## src/rtl/alu_issue_ctrl_if.sv

```systemverilog
// ============================================================================
//  Module      : alu_issue_ctrl_if
//  Description : Bundle of the command, ALU-side and result signals of the
//                ALU issue controller.
//                  slave  - view taken by alu_issue_ctrl
//                  master - view taken by the surrounding datapath / ALU
//  Signals     : cmd_valid/cmd_ready/cmd_a/cmd_b/cmd_op  command channel
//                alu_a/alu_b/alu_op                      operands to the ALU
//                alu_result/alu_cf/alu_sf/alu_zf         ALU outputs
//                res_valid/res_ready/res_data/res_*f     result channel
//  Revision    : 1.0 - initial release
// ============================================================================
`default_nettype none

interface alu_issue_ctrl_if #(
   parameter int WIDTH = 7
);
   logic             cmd_valid;
   logic             cmd_ready;
   logic [WIDTH-1:0] cmd_a;
   logic [WIDTH-1:0] cmd_b;
   logic             cmd_op;

   logic [WIDTH-1:0] alu_a;
   logic [WIDTH-1:0] alu_b;
   logic             alu_op;
   logic [WIDTH-1:0] alu_result;
   logic             alu_cf;
   logic             alu_sf;
   logic             alu_zf;

   logic             res_valid;
   logic             res_ready;
   logic [WIDTH-1:0] res_data;
   logic             res_cf;
   logic             res_sf;
   logic             res_zf;

   modport slave (
      input  cmd_valid, cmd_a, cmd_b, cmd_op,
      input  alu_result, alu_cf, alu_sf, alu_zf,
      input  res_ready,
      output cmd_ready,
      output alu_a, alu_b, alu_op,
      output res_valid, res_data, res_cf, res_sf, res_zf
   );

   modport master (
      output cmd_valid, cmd_a, cmd_b, cmd_op,
      output alu_result, alu_cf, alu_sf, alu_zf,
      output res_ready,
      input  cmd_ready,
      input  alu_a, alu_b, alu_op,
      input  res_valid, res_data, res_cf, res_sf, res_zf
   );
endinterface

`default_nettype wire

```

## src/rtl/alu_issue_ctrl.sv

```systemverilog
// ============================================================================
//  Module      : alu_issue_ctrl
//  Description : Flow-controlled front/back end for a combinational ALU.
//                Commands {op, a, b} are queued in a DEPTH-entry FIFO, popped
//                into registered ALU operands, and the ALU result and flags
//                are captured one cycle later and offered on a valid/ready
//                result channel. One result per two cycles at full rate.
//  Ports       : clk      - system clock, rising edge
//                rst_n    - synchronous active-low reset
//                bus      - alu_issue_ctrl_if.slave (command, ALU, result)
//                busy     - FSM not idle or FIFO not empty
//                op_count - saturating result-handshake count
//                           (only when ALU_ISSUE_OPCNT_EN is defined)
//  Options     : ALU_ISSUE_OPCNT_EN - adds the op_count output and counter
//  Revision    : 1.0 - initial release
// ============================================================================
`default_nettype none

module alu_issue_ctrl #(
   parameter int WIDTH = 7,
   parameter int DEPTH = 4
) (
   input  logic                clk,
   input  logic                rst_n,
   alu_issue_ctrl_if.slave     bus,
`ifdef ALU_ISSUE_OPCNT_EN
   output logic [7:0]          op_count,
`endif
   output logic                busy
);

   localparam int c_AW = $clog2(DEPTH);
   localparam int c_EW = 2 * WIDTH + 1;
   localparam logic [c_AW:0] c_FULL = (c_AW + 1)'(DEPTH);

   typedef enum logic [1:0] {
      S_IDLE  = 2'd0,
      S_ISSUE = 2'd1,
      S_HOLD  = 2'd2
   } state_t;

   // ------------------------------------------------------------------------
   // Command FIFO
   // ------------------------------------------------------------------------
   logic [c_EW-1:0]  r_mem [DEPTH];
   logic [c_AW-1:0]  r_wr_ptr;
   logic [c_AW-1:0]  r_rd_ptr;
   logic [c_AW:0]    r_count;

   state_t           r_state;
   logic [WIDTH-1:0] r_alu_a;
   logic [WIDTH-1:0] r_alu_b;
   logic             r_alu_op;
   logic             r_res_valid;
   logic [WIDTH-1:0] r_res_data;
   logic             r_res_cf;
   logic             r_res_sf;
   logic             r_res_zf;

   logic             w_cmd_ready;
   logic             w_empty;
   logic             w_push;
   logic             w_pop;
   logic [c_EW-1:0]  w_head;

   // Ready comes only from the registered count, so a pop while full does not
   // reopen the FIFO until the following cycle.
   assign w_cmd_ready = (r_count != c_FULL);
   assign w_empty     = (r_count == '0);
   assign w_push      = bus.cmd_valid && w_cmd_ready;
   assign w_head      = r_mem[r_rd_ptr];

   // A pop happens when the FSM is free to take a new command: from IDLE, or
   // from HOLD at the edge the current result is handed off.
   assign w_pop = !w_empty &&
                  ((r_state == S_IDLE) ||
                   ((r_state == S_HOLD) && bus.res_ready));

   always_ff @(posedge clk) begin
      if (w_push) begin
         r_mem[r_wr_ptr] <= {bus.cmd_op, bus.cmd_a, bus.cmd_b};
      end
   end

   // Pointers are c_AW bits wide, so wrap modulo DEPTH is implicit.
   always_ff @(posedge clk) begin
      if (!rst_n) begin
         r_wr_ptr <= '0;
         r_rd_ptr <= '0;
         r_count  <= '0;
      end else begin
         if (w_push) begin
            r_wr_ptr <= r_wr_ptr + c_AW'(1);
         end
         if (w_pop) begin
            r_rd_ptr <= r_rd_ptr + c_AW'(1);
         end
         case ({w_push, w_pop})
            2'b10:   r_count <= r_count + (c_AW + 1)'(1);
            2'b01:   r_count <= r_count - (c_AW + 1)'(1);
            default: r_count <= r_count;
         endcase
      end
   end

   // ------------------------------------------------------------------------
   // Issue / capture FSM
   // ------------------------------------------------------------------------
   always_ff @(posedge clk) begin
      if (!rst_n) begin
         r_state     <= S_IDLE;
         r_alu_a     <= '0;
         r_alu_b     <= '0;
         r_alu_op    <= 1'b0;
         r_res_valid <= 1'b0;
         r_res_data  <= '0;
         r_res_cf    <= 1'b0;
         r_res_sf    <= 1'b0;
         r_res_zf    <= 1'b0;
      end else begin
         // ALU operands move only on a pop, keeping the ALU inputs stable
         // through the whole ISSUE cycle and the following HOLD.
         if (w_pop) begin
            r_alu_op <= w_head[c_EW-1];
            r_alu_a  <= w_head[2*WIDTH-1:WIDTH];
            r_alu_b  <= w_head[WIDTH-1:0];
         end

         case (r_state)
            S_IDLE: begin
               if (!w_empty) begin
                  r_state <= S_ISSUE;
               end
            end
            S_ISSUE: begin
               r_res_data  <= bus.alu_result;
               r_res_cf    <= bus.alu_cf;
               r_res_sf    <= bus.alu_sf;
               r_res_zf    <= bus.alu_zf;
               r_res_valid <= 1'b1;
               r_state     <= S_HOLD;
            end
            S_HOLD: begin
               if (bus.res_ready) begin
                  r_res_valid <= 1'b0;
                  r_state     <= w_empty ? S_IDLE : S_ISSUE;
               end
            end
            default: begin
               r_state <= S_IDLE;
            end
         endcase
      end
   end

`ifdef ALU_ISSUE_OPCNT_EN
   // ------------------------------------------------------------------------
   // Saturating result-handshake counter
   // ------------------------------------------------------------------------
   logic [7:0] r_op_count;

   always_ff @(posedge clk) begin
      if (!rst_n) begin
         r_op_count <= 8'd0;
      end else if (r_res_valid && bus.res_ready && (r_op_count != 8'hFF)) begin
         r_op_count <= r_op_count + 8'd1;
      end
   end

   assign op_count = r_op_count;
`endif

   assign bus.cmd_ready = w_cmd_ready;
   assign bus.alu_a     = r_alu_a;
   assign bus.alu_b     = r_alu_b;
   assign bus.alu_op    = r_alu_op;
   assign bus.res_valid = r_res_valid;
   assign bus.res_data  = r_res_data;
   assign bus.res_cf    = r_res_cf;
   assign bus.res_sf    = r_res_sf;
   assign bus.res_zf    = r_res_zf;
   assign busy          = (r_state != S_IDLE) || !w_empty;

endmodule

`default_nettype wire

```

## src/flat_wrapper.sv

```systemverilog
// flat-port wrapper written by rule: the top's interface ports become plain ports
module alu_issue_ctrl_flat 
#(
   parameter int WIDTH = 7,
   parameter int DEPTH = 4
)
  (clk, rst_n, busy, bus_cmd_valid, bus_cmd_a, bus_cmd_b, bus_cmd_op, bus_alu_result, bus_alu_cf, bus_alu_sf, bus_alu_zf, bus_res_ready, bus_cmd_ready, bus_alu_a, bus_alu_b, bus_alu_op, bus_res_valid, bus_res_data, bus_res_cf, bus_res_sf, bus_res_zf);
  alu_issue_ctrl_if #(.WIDTH(WIDTH)) bus_i ();
  input  logic clk;
  input  logic rst_n;
  output logic busy;
  input wire logic [$bits(bus_i.cmd_valid)-1:0] bus_cmd_valid;
  input wire logic [$bits(bus_i.cmd_a)-1:0] bus_cmd_a;
  input wire logic [$bits(bus_i.cmd_b)-1:0] bus_cmd_b;
  input wire logic [$bits(bus_i.cmd_op)-1:0] bus_cmd_op;
  input wire logic [$bits(bus_i.alu_result)-1:0] bus_alu_result;
  input wire logic [$bits(bus_i.alu_cf)-1:0] bus_alu_cf;
  input wire logic [$bits(bus_i.alu_sf)-1:0] bus_alu_sf;
  input wire logic [$bits(bus_i.alu_zf)-1:0] bus_alu_zf;
  input wire logic [$bits(bus_i.res_ready)-1:0] bus_res_ready;
  output wire logic [$bits(bus_i.cmd_ready)-1:0] bus_cmd_ready;
  output wire logic [$bits(bus_i.alu_a)-1:0] bus_alu_a;
  output wire logic [$bits(bus_i.alu_b)-1:0] bus_alu_b;
  output wire logic [$bits(bus_i.alu_op)-1:0] bus_alu_op;
  output wire logic [$bits(bus_i.res_valid)-1:0] bus_res_valid;
  output wire logic [$bits(bus_i.res_data)-1:0] bus_res_data;
  output wire logic [$bits(bus_i.res_cf)-1:0] bus_res_cf;
  output wire logic [$bits(bus_i.res_sf)-1:0] bus_res_sf;
  output wire logic [$bits(bus_i.res_zf)-1:0] bus_res_zf;
  assign bus_i.cmd_valid = bus_cmd_valid;
  assign bus_i.cmd_a = bus_cmd_a;
  assign bus_i.cmd_b = bus_cmd_b;
  assign bus_i.cmd_op = bus_cmd_op;
  assign bus_i.alu_result = bus_alu_result;
  assign bus_i.alu_cf = bus_alu_cf;
  assign bus_i.alu_sf = bus_alu_sf;
  assign bus_i.alu_zf = bus_alu_zf;
  assign bus_i.res_ready = bus_res_ready;
  assign bus_cmd_ready = bus_i.cmd_ready;
  assign bus_alu_a = bus_i.alu_a;
  assign bus_alu_b = bus_i.alu_b;
  assign bus_alu_op = bus_i.alu_op;
  assign bus_res_valid = bus_i.res_valid;
  assign bus_res_data = bus_i.res_data;
  assign bus_res_cf = bus_i.res_cf;
  assign bus_res_sf = bus_i.res_sf;
  assign bus_res_zf = bus_i.res_zf;
  alu_issue_ctrl #(.WIDTH(WIDTH), .DEPTH(DEPTH)) u_core (.clk(clk), .rst_n(rst_n), .bus(bus_i), .busy(busy));
endmodule
```

## config.mk

```make
export PLATFORM = sky130hd
export DESIGN_NAME = alu_issue_ctrl_flat
export DESIGN_NICKNAME = d
export VERILOG_FILES = /design/src/rtl/alu_issue_ctrl_if.sv /design/src/rtl/alu_issue_ctrl.sv /design/src/flat_wrapper.sv
export SDC_FILE = /design/constraint.sdc
export NUM_CORES = 1
export LEC_CHECK = 0
export CAP_MARGIN = 40
export CORE_ASPECT_RATIO = 1.4
export CORE_MARGIN = 3
export CORE_UTILIZATION = 35
export DETAILED_ROUTE_END_ITERATION = 8
export HOLD_SLACK_MARGIN = 0.15
export PLACE_DENSITY_LB_ADDON = 0.08
export RECOVER_POWER = 25
export SLEW_MARGIN = 40
export SYNTH_ARGS = -nofsm -noshare
export SYNTH_HDL_FRONTEND = slang
export SYNTH_SLANG_ARGS = --single-unit
```

## constraint.sdc

```tcl
create_clock -name clk -period 6.78 [get_ports clk]
set_clock_uncertainty 0.15 [all_clocks]
set_input_delay 1.356 -clock clk [delete_from_list [all_inputs] [get_ports clk]]
set_output_delay 1.356 -clock clk [all_outputs]
set_load 0.01 [all_outputs]
```

### Word-level counts from Yosys, hierarchy flattened

Memory sizes are Yosys's and may differ from the RTL's. A register that Yosys moved wholly into a read port is not among the register bits.
Cells that the tools add are included.

| storage, ports and cells | value |
|---|---|
| bits in registers | 20 |
| bits in writable memories | 60 |
| memories | 1 |
| output and inout bits | 28 |

Memory list:

| memory | depth | bits a word | read ports | clocked after Yosys merged registers in | wr ports | RTL line | text |
|---|---|---|---|---|---|---|---|
| u_core.r_mem | 4 | 15 | 1 | 1 | 1 | alu_issue_ctrl.sv:45 | `logic [c_EW-1:0] r_mem [DEPTH];` |

| cells by class | value |
|---|---|
| add/sub/neg operators | 4 |
| reduce and logical (&&, ||, !) cells | 14 |
| equality and inequality tests | 7 |
| multiplexer cells | 9 |

Operator list:

| cell | count |
|---|---|
| $pmux W2 S3 | 1 |
| $pmux W3 S2 | 1 |
| $reduce_bool A2 Y1 | 3 |
| $add A2 B1 Y2 const B | 2 |
| $eq A2 B1 Y1 const B | 2 |
| $eq A2 B2 Y1 const B | 2 |
| $mux W1 | 4 |
| $mux W2 | 2 |
| $ne A2 B2 Y1 const B | 2 |
| $reduce_and A2 Y1 | 2 |
| $add A3 B1 Y3 const B | 1 |
| $logic_and A1 B1 Y1 | 3 |
| $logic_not A3 Y1 | 1 |
| $ne A3 B3 Y1 const B | 1 |
| $sub A3 B1 Y3 const B | 1 |
| $logic_not A1 Y1 | 2 |
| $logic_not A2 Y1 | 1 |
| $logic_or A1 B1 Y1 | 2 |
| $pmux W1 S2 | 1 |

### Depth between registers and ports, before layout

Gate-level depths: netlist (run 1).

| logic depth | value |
|---|---|
| word-level depth | 6 |
| mapped depth | 8 |
| mapped depth without buffers | 7 |

### Worst setup path after synthesis (run 1)

No wires, ideal clock.

| timing | value |
|---|---|
| path type | input -> register |
| from | input bus_res_ready |
| to | register u_core.r_count[2] |
| stages on the path | 8 |
| arrival | 3092 ps |
| slack | 3467 ps |
| path through | and2b_1 nor3_2 buf_2 ha_1 fa_1 xnor2_1 or3_1 a21oi_1 |

| between the ends | value |
|---|---|
| longest elaborated chain between the ends | 5 |

RTL lines:

| item | RTL line | text |
|---|---|---|
| start, declared | flat_wrapper.sv:20 | `input wire logic [$bits(bus_i.res_ready)-1:0] bus_res_ready;` |
| $logic_and A1 B1 Y1 * | alu_issue_ctrl.sv:77 | `((r_state == S_HOLD) && bus.res_ready));` |
| $logic_or A1 B1 Y1 * | alu_issue_ctrl.sv:76 | `((r_state == S_IDLE) \|\|` |
| $logic_and A1 B1 Y1 * | alu_issue_ctrl.sv:75 | `assign w_pop = !w_empty &&` |
| net u_core.w_pop | alu_issue_ctrl.sv:63 | `logic w_pop;` |
| $eq A2 B1 Y1 / $eq A2 B2 Y1 (equally long branches) | alu_issue_ctrl.sv:98 | `case ({w_push, w_pop})` |
| $pmux W3 S2 / $reduce_bool A2 Y1 (equally long branches) | -- |  |
| end signal, assigned | alu_issue_ctrl.sv:99 | `2'b10: r_count <= r_count + (c_AW + 1)'(1);` |
| end signal, assigned | alu_issue_ctrl.sv:100 | `2'b01: r_count <= r_count - (c_AW + 1)'(1);` |
| end signal, assigned | alu_issue_ctrl.sv:101 | `default: r_count <= r_count;` |
| end, declared | alu_issue_ctrl.sv:48 | `logic [c_AW:0] r_count;` |

Mark *: on every way through the listed nets, which the timed path passes. The rest lies on a longest branch.
A chain may end at the register's enable or synchronous reset.

### Final worst setup path (run 1)

| timing | value |
|---|---|
| from | input bus_res_ready |
| to | register u_core.r_count[2] |

| between the ends | value |
|---|---|
| longest elaborated chain between the ends | 5 |

RTL lines:

| item | RTL line |
|---|---|
| $logic_and A1 B1 Y1 * | alu_issue_ctrl.sv:77 |
| $logic_or A1 B1 Y1 * | alu_issue_ctrl.sv:76 |
| $logic_and A1 B1 Y1 * | alu_issue_ctrl.sv:75 |
| $eq A2 B1 Y1 / $eq A2 B2 Y1 (equally long branches) | alu_issue_ctrl.sv:98 |
| $pmux W3 S2 / $reduce_bool A2 Y1 (equally long branches) | -- |

Mark *: on every way between the ends. The rest lies on a longest branch, timed or not.

==> results of run 1 <==
-- state kept, by name, summed over array words and instances, names as in the netlist --
register,count
u_core.r_mem,60
u_core.bus.alu_a,7
u_core.bus.alu_b,7
u_core.bus.res_data,7
u_core.r_count,3
u_core.r_rd_ptr,2
u_core.r_state,2
u_core.r_wr_ptr,2
u_core.bus.alu_op,1
u_core.bus.res_cf,1
u_core.bus.res_sf,1
u_core.bus.res_valid,1
u_core.bus.res_zf,1
-- layer usage --
layer | vias up | global-route usage
met3 | 8 | 0.0241
met4 | 0 | 0.0725
met1 | 993 | 0.144
met5 | - | 0
met2 | 44 | 0.220
li1 | 1003 | -
-- power groups by stage --
stage | sequential (mW) | combinational (mW) | clock [mW]
floorplan | 0.801 | 0.327 | 0
global placement | 0.829 | 0.507 | 0
detailed placement | 0.831 | 0.518 | 0
CTS | 0.818 | 0.520 | 0.516
global route | 0.829 | 0.555 | 0.537
finish | 0.812 | 0.506 | 0.499
-- critical path, stage by stage --
cell and delay, ns:
clkdlybuf4s50_1 0.43, and2b_1 0.35, nor3_2 0.05, buf_4 0.21, ha_1 0.25, fa_1 0.39, xnor2_1 0.14, or3_1 0.30
a21oi_1 0.14
-- layout by cell type, fill, tap and decap left out, types with 2 or more instances in the layout --
master           count
nand2b_1             3
clkbuf_16            9
o21ai_0              3
nand3_1              2
a21oi_1             16
mux4_1              15
dlygate4sd3_1       12
clkdlybuf4s50_1     44
clkinv_2             3
ha_1                 5
dfxtp_1             34
inv_1                3
clkinvlp_4           2
nor2_1               3
nand2_1             38
and3_2               4
edfxtp_1            60
a21o_1               2
o2bb2ai_1           15
mux2i_1              2
-- final cells by class --
class / count / share of cell area
Inverter: 4 / 0.00324
Clock inverter: 6 / 0.0130
Timing Repair Buffer: 58 / 0.125
Tap cell: 135 / 0.0364
Clock buffer: 10 / 0.0516
Sequential cell: 95 / 0.540
Multi-Input combinational cell: 121 / 0.231
-- path summary, 6_finish.rpt --
path | from | to | slack, ns | cells past startpoint
max | bus_res_ready | u_core.r_count[2] | 3.28 | 9
max reg2reg | u_core.r_count[0] | u_core.r_count[2] | 4.31 | 8
min | u_core.bus.res_data[2] | u_core.bus.res_data[2] | 0.30 | 2
min reg2reg | u_core.bus.res_data[2] | u_core.bus.res_data[2] | 0.30 | 2
-- Yosys cell counts (all sizes together) --
| cell type | n | area [µm²] |
|---|---|---|
| and2b | 1 | 7.51 |
| o31ai | 1 | 7.51 |
| nor4b | 1 | 8.76 |
| buf | 12 | 87.6 |
| or3b | 1 | 8.76 |
| nor3 | 2 | 26.3 |
| o2bb2ai | 15 | 131 |
| o21ai | 3 | 15.0 |
| or4 | 1 | 7.51 |
| ha | 5 | 62.6 |
| a21oi | 16 | 80.1 |
| xnor2 | 1 | 8.76 |
| nand2b | 3 | 18.8 |
| mux4 | 15 | 394 |
| inv | 4 | 15.0 |
| fa | 1 | 20.0 |
| nor4 | 1 | 21.3 |
| and3 | 4 | 25.0 |
| mux2i | 2 | 20.0 |
| clkbuf | 2 | 7.51 |
| edfxtp | 60 | 1800 |
| nand2 | 38 | 143 |
| nor2 | 3 | 11.3 |
| xor2 | 1 | 8.76 |
| nor2b | 1 | 6.26 |
| or3 | 1 | 6.26 |
| nand3 | 2 | 10.0 |
| dfxtp | 35 | 701 |
| a21o | 2 | 15.0 |
-- cells by family after synthesis --
| group | after synthesis | share of synthesized area |
|---|---|---|
| AO/OA/AOI/OAI | 37 | 0.0677 |
| XOR/XNOR | 2 | 0.00477 |
| adder cells (fa/ha/maj) | 6 | 0.0225 |
| buffers and inverters | 18 | 0.0300 |
| flip-flops | 95 | 0.681 |
| multiplexers | 17 | 0.113 |
| AND/OR/NAND/NOR | 59 | 0.0817 |
-- stage by stage --
step | hold WS [ns] | util
after detailed placement | 0.296 | 0.431
after global placement | 0.293 | 0.429
final | 0.303 | 0.461
after global routing | 0.319 | 0.461
after floorplan | 0.301 | -
after CTS | 0.305 | 0.461
==> flow_summary_export.csv, run 1 <==
group,metric,value,unit
clock_network,post_cts_buffers,0,
worst_setup_path,arrival,3.61,ns
sta,drv_slew,0,
placement,io_buffers,56,
sta,fin_crit_sh,0.516,
layout,drive_above_1_share,0.0918,
worst_setup_path,cp.required,6.89,ns
layout,instances_no_fill,429,
sta,fin_crit,3.50,ns
synth,ys_seq_area_frac,0.681,
clock_network,cts_resized,0,
floorplan,die_area,11800,µm²
floorplan,fp-row-count,43,
layout,design_area,4630,µm²
floorplan,coreArea,10100,µm²
clock_network,cts.clk_slew.worst_paths,0.06,ns
detailed_routing,drc,0,
detailed_routing,firstDrtPassIters,4,
worst_setup_path,critPathKind,"input pin to flip-flop",
power,p_sw,524,µW
clock_network,postCtsHoldBufs,0,
detailed_routing,met1_length,2900,µm
grt,grt_pass1_wl,10900,µm
grt,antenna_found_initial,0,
clock_network,clock_latency,0.33,ns
detailed_routing,vias,2048,
power,p_leak,1.57,nW
synth,avgSynthCellArea,15.7,µm²
layout,antenna_cells,0,
layout,final_nets,324,
placement,dp_hpwl,4440,µm
sta,grt_setup_unrepaired,"no",
synth,synth_cell_types,35,
detailed_routing,drtIter0Drc,72,
floorplan,die_y,127,µm
layout,multiInputGateArea,1070,µm²
synth,synth_seq_cells,95,
synth,syn-instance-count,234,
floorplan,die_x,92.6,µm
power,powerDensity,392,nW/µm²
worst_setup_path,cp-end-kind,"flip-flop",
floorplan,start_util,0.365,
detailed_routing,wl_met3,256,µm
layout,syn_to_final_growth,26.1,%
synth,synth_area,3680,µm²
sta,max_freq,286,MHz
grt,grt_pass1_vias,2068,
sta,slew_headroom,0.484,
detailed_routing,wire_per_inst,16.2,µm
clock_network,cts.path.max_buffers,2,
detailed_routing,vias_per_cell,4.77,
sta,tightestPinTransition,0.771,ns
clock_network,cts_tree,"yes",
sta,setup-violations-final,0,
power,p_seq_frac,0.447,
placement,gp_congestion,0.762,
sta,fin_tns_setup,0,ns
hold_path,holdCritPathClass,"flip-flop to flip-flop",
power,pwr-share-clk,0.275,
detailed_routing,maxUsedRoutingLayer,"met4",
clock_network,cts_sinks,95,
detailed_routing,wirelength,6950,µm
placement,post_dp_cell_area,4340,µm²
power,power_frac_comb,0.278,
grt,grt_max_degree,20,
layout,nFillCells,933,
worst_setup_path,critPathLaunchType,"input pin",
layout,register_area,2500,µm²
placement,dpl_worst_slack,2.94,ns
status,status,"completed",
clock_network,htreeDepth,3,
grt,grt_usage,0.126,
synth,ys_warn_count,0,
sta,setup_ws,3.28,ns
detailed_routing,met2_length,3680,µm
placement,dp_cells,413,
sta,final-hold-violation-count,0,
power,ir_worst_vdd,0.129,mV
floorplan,io_pins,57,
grt,gr-total-overflow,0,
power,cellInternalPower,1.29,mW
synth,synthesis.nets,269,
clock_network,numCtsBuffers,9,
detailed_routing,ant_nets,0,
run,max_cap_violations,0,
power,swShare,0.288,
worst_setup_path,critPathMaxFanout,16,
clock_network,cts-root-buf,"clkbuf_16",
power,finalPower,1.82,mW
No activity file was read; power rests on OpenSTA's default activity.
==> inputs of run 2 (changes only) <==
- clock period: 6.78 -> 3.15 ns (I/O delays scaled with it)
==> run 2 against run 1 <==
Net effect: register-to-register slack got worse by 3.4 ns; power increased by 110%; final cell count grew 1.4%; count of clock-buffer cells in the layout is 1 lower.
==> flow_summary_export.csv, run 2 (same netlist as run 1, synthesis figures left out) <==
group,metric,value,unit
status,status,"completed",
sta,setup-violations-final,0,
detailed_routing,wirelength,6920,µm
grt,grt_pass1_wl,10700,µm
worst_setup_path,cp-end-kind,"primary output",
floorplan,start_util,0.365,
sta,max_freq,390,MHz
power,powerDensity,820,nW/µm²
floorplan,coreArea,10100,µm²
detailed_routing,firstDrtPassIters,4,
power,swShare,0.295,
hold_path,hold_depth,2,
clock_network,numCtsBuffers,9,
detailed_routing,wire_per_inst,15.9,µm
worst_setup_path,cp.required,2.37,ns
power,pwr-share-clk,0.255,
power,p_sw,1.12,mW
grt,grt_pass1_vias,2072,
detailed_routing,vias_per_cell,4.79,
grt,antenna_found_initial,0,
run,max_cap_violations,0,
worst_setup_path,critPathMaxFanout,10,
power,p_seq_frac,0.458,
layout,instances_no_fill,435,
sta,final-hold-violation-count,0,
worst_setup_path,reg2reg_from,"u_core.r_count[0]",
detailed_routing,ant_nets,0,
worst_setup_path,rrSetupSlack,0.87,ns
sta,fin_tns_setup,0,ns
grt,grt_usage,0.124,
clock_network,cts_sinks,95,
worst_setup_path,critPathLaunchType,"flip-flop",
worst_setup_path,timing.rr.end,"u_core.r_count[2]",
layout,nFillCells,951,
clock_network,cts_tree,"yes",
floorplan,die_x,92.6,µm
grt,grt_max_degree,19,
power,cellInternalPower,2.68,mW
clock_network,clock_latency,0.34,ns
power,p_leak,1.58,nW
power,ir_worst_vdd,0.313,mV
floorplan,fp-row-count,43,
hold_path,holdCritPathClass,"flip-flop to flip-flop",
sta,fin_crit,2.57,ns
clock_network,htreeDepth,3,
clock_network,postCtsHoldBufs,0,
sta,slew_headroom,0.518,
grt,gr-total-overflow,0,
worst_setup_path,arrival,1.79,ns
clock_network,cts-root-buf,"clkbuf_16",
worst_setup_path,critPathKind,"flip-flop to primary output",
detailed_routing,drtIter0Drc,88,
layout,drive_above_1_share,0.0867,
placement,io_buffers,56,
sta,tightestPinTransition,0.722,ns
placement,dp_cells,419,
sta,drv_slew,0,
layout,syn_to_final_growth,26.1,%
placement,dpl_worst_slack,0.364,ns
hold_path,hold_path_end,"u_core.bus.res_sf",
floorplan,die_y,127,µm
floorplan,io_pins,57,
power,power_frac_comb,0.288,
hold_path,hp-start,"u_core.bus.res_sf",
layout,final_nets,330,
clock_network,cts_resized,0,
placement,gp_congestion,0.674,
layout,antenna_cells,0,
layout,mostFrequentLayoutCells,"60 x edfxtp_1, 44 x clkdlybuf4s50_1, 38 x nand2_1, 34 x dfxtp_1, 16 x a21oi_1",
layout,layout_commonest_cell,"edfxtp_1",
clock_network,post_cts_buffers,0,
layout,regMostFlops,"u_core.r_mem",
worst_setup_path,r2r.worst_path.cells,7,
sta,setup_ws,0.585,ns
detailed_routing,drc,0,
layout,largest_reg_flops,60,
sta,fin_crit_sh,0.814,
sta,grt_setup_unrepaired,"no",
clock_network,cts.clk_slew.worst_paths,0.06,ns
floorplan,die_area,11800,µm²
detailed_routing,vias,2085,
placement,dp_hpwl,4420,µm
clock_network,cts.path.max_buffers,2,
-- run 2: power groups by stage --
stage	clock network, mW	registers [mW]	logic [mW]
floorplan	0	1.73	0.704
global placement	0	1.77	1.12
detailed placement	0	1.78	1.12
CTS	1.01	1.75	1.13
global route	1.05	1.78	1.19
finish	0.969	1.74	1.09
-- run 2: critical path, stage by stage (launching register included) --
cell and delay [ns]:
dfxtp_1 0.38, or3b_1 0.54, clkdlybuf4s50_1 0.53
-- run 2: layout make-up --
type | count | area (µm²) | area share
tap | 135 | 169 | 0.0364
clock buffer | 9 | 225 | 0.0486
clock inverter | 7 | 37.5 | 0.00810
inverter | 4 | 15.0 | 0.00324
multi-input combinational | 121 | 1060 | 0.229
sequential | 95 | 2500 | 0.540
timing repair buffer | 64 | 621 | 0.134
-- run 2: worst max path at each step --
| stage | to | startpoint |
|---|---|---|
| finish | bus_cmd_ready | u_core.r_count[0] |
| global route | bus_cmd_ready | u_core.r_count[2] |
| CTS | bus_cmd_ready | u_core.r_count[0] |
| detailed placement | u_core.r_count[2] | bus_res_ready |
| global placement | u_core.r_count[2] | bus_res_ready |
| floorplan | u_core.r_count[2] | bus_res_ready |
-- run 2: per-stage QoR --
stage / power, mW / cell area [µm²] / util / hold WS (ns)
2_1_floorplan: 2.43 / 3680 / - / 0.301
3_3_place_gp: 2.89 / 4370 / 0.434 / 0.292
3_5_place_dp: 2.91 / 4370 / 0.435 / 0.296
4_1_cts: 3.89 / 4630 / 0.461 / 0.305
5_1_grt: 4.02 / 4630 / 0.461 / 0.329
6_report: 3.80 / 4630 / 0.461 / 0.301
-- run 2: layer usage --
metal	vias up	wire, µm	global-route usage
li1	1013	-	-
met1	1011	2690	0.127
met2	48	3740	0.226
met3	13	351	0.0383
met4	0	146	0.0595
met5	-	0	0
==> inputs of run 3 (changes only) <==
- clock period: 3.15 -> 2.2 ns (I/O delays scaled with it)
==> run 3 against run 2 <==
Net effect: clock power is 80% higher; register-to-register slack worse by 0.67 ns; sequential power is 39% higher; combinational power is 75% higher; highest routed layer unchanged.
==> flow_summary_export.csv, run 3 (same netlist as run 1, synthesis figures left out) <==
group,metric,value,unit
status,status,"completed",
floorplan,fp-row-count,43,
power,pwr-share-clk,0.287,
clock_network,cts_sinks,95,
detailed_routing,wire_per_inst,16.2,µm
floorplan,start_util,0.365,
detailed_routing,drtIter0Drc,112,
power,swShare,0.276,
grt,use_met1,0.134,
grt,grt_usage,0.131,
clock_network,cts_tree,"yes",
sta,max_freq,472,MHz
power,p_seq_frac,0.398,
clock_network,cts.clk_slew.worst_paths,0.06,ns
grt,grt.busiest_layer,"met2",
clock_network,numCtsBuffers,9,
layout,antenna_cells,0,
detailed_routing,firstDrtPassIters,4,
worst_setup_path,cp-end-kind,"flip-flop",
power,power_frac_comb,0.315,
floorplan,die_y,127,µm
floorplan,io_pins,57,
sta,fin_crit_sh,0.963,
detailed_routing,vias,2135,
clock_network,htreeDepth,3,
grt,grt_pass1_vias,2167,
sta,drv_slew,0,
clock_network,cts.path.max_buffers,2,
floorplan,die_area,11800,µm²
grt,gr-total-overflow,0,
layout,regMostFlops,"u_core.r_mem",
grt,antenna_found_initial,0,
layout,mostFrequentLayoutCells,"60 x edfxtp_1, 42 x clkdlybuf4s50_1, 38 x nand2_1, 31 x dfxtp_1",
placement,io_buffers,56,
sta,final-hold-violation-count,0,
sta,setup-violations-final,0,
sta,fin_crit,2.12,ns
grt,grt_pass1_wl,11300,µm
detailed_routing,drc,0,
floorplan,coreArea,10100,µm²
worst_setup_path,critPathMaxFanout,2,
sta,tightestPinTransition,0.426,ns
layout,fin_util,0.485,
layout,syn_to_final_growth,32.7,%
grt,grt_max_degree,19,
layout,final_nets,342,
hold_path,holdCritPathClass,"flip-flop to flip-flop",
worst_setup_path,critPathKind,"input pin to flip-flop",
run,max_cap_violations,0,
grt,use_met3,0.0347,
sta,slew_headroom,0.716,
worst_setup_path,critPathLaunchType,"input pin",
power,ir_worst_vdd,0.523,mV
power,cellInternalPower,4.38,mW
layout,layout_commonest_cell,"edfxtp_1",
sta,grt_setup_unrepaired,"no",
clock_network,postCtsHoldBufs,0,
grt,use_met2,0.243,
detailed_routing,vias_per_cell,4.78,
detailed_routing,wirelength,7260,µm
floorplan,die_x,92.6,µm
power,finalPower,6.05,mW
power,powerDensity,1240,nW/µm²
worst_setup_path,cp.required,2.32,ns
layout,drive_above_1_share,0.147,
layout,nFillCells,907,
placement,dp_hpwl,4630,µm
power,p_leak,1.70,nW
clock_network,clock_latency,0.34,ns
power,p_sw,1.67,mW
layout,largest_reg_flops,60,
worst_setup_path,arrival,2.24,ns
placement,gp_congestion,0.715,
detailed_routing,ant_nets,0,
clock_network,cts-root-buf,"clkbuf_16",
run 3: final timing paths:
| kind | from | endpoint | slack, ns | depth (start not counted) |
|---|---|---|---|---|
| setup reg to reg | u_core.r_count[1] | u_core.r_count[2] | 0.20 | 8 |
| hold / removal | u_core.bus.res_cf | u_core.bus.res_cf | 0.30 | 2 |
| hold reg to reg | u_core.bus.res_cf | u_core.bus.res_cf | 0.30 | 2 |
| setup / recovery | bus_res_ready | u_core.r_count[2] | 0.08 | 8 |
run 3: what timing repair did:
item | in CTS | in global routing
pin swaps | 1 | 3
endpoints found under the setup margin | 2 | 2
buffers inserted | 1 | 0
resized for setup | 6 | 1
run 3: final cells by class:
type,count,area [µm²],share of cell area
clock buffers,10,229,0.0469
clock inverters,6,108,0.0221
repair buffers,76,762,0.156
multi-input cells,121,1090,0.223
well taps,135,169,0.0346
inverters,4,15.0,0.00308
flip-flops and latches,95,2510,0.514
run 3: power by group through the flow:
stage               Sequential, mW  Combinational, mW  Clock [mW]
detailed placement            2.45               1.94           0
floorplan                     2.47               1.08           0
global route                  2.45               2.08        1.86
global placement              2.44               1.92           0
CTS                           2.42               1.97        1.80
finish                        2.41               1.91        1.74
run 3: per-stage QoR:
step | hold slack (ns) | TNS, ns | setup slack [ns] | instance area (µm²) | cells
detailed placement | 0.297 | -0.603 | -0.302 | 4530 | 430
finish | 0.304 | 0 | 0.0819 | 4880 | 447
global route | 0.324 | 0 | 0.00193 | 4880 | 447
CTS | 0.307 | 0 | 0.00684 | 4880 | 447
global placement | 0.291 | -0.530 | -0.282 | 4530 | 430
floorplan | 0.300 | 0 | 0.00307 | 3700 | 234
run 3: worst max-delay path, stage by stage:
cell	delay [ns]
clkdlybuf4s50_1	0.42
and2b_2	0.26
nor3_4	0.06
ha_4	0.16
fa_2	0.33
xnor2_1	0.14
or3_1	0.31
a21oi_1	0.12
run 3: routing by layer:
metal  wire (µm)  share of wire
met2        3980           0.55
met3         378          0.052
met4         163          0.022
met5           0              0
met1        2740           0.38
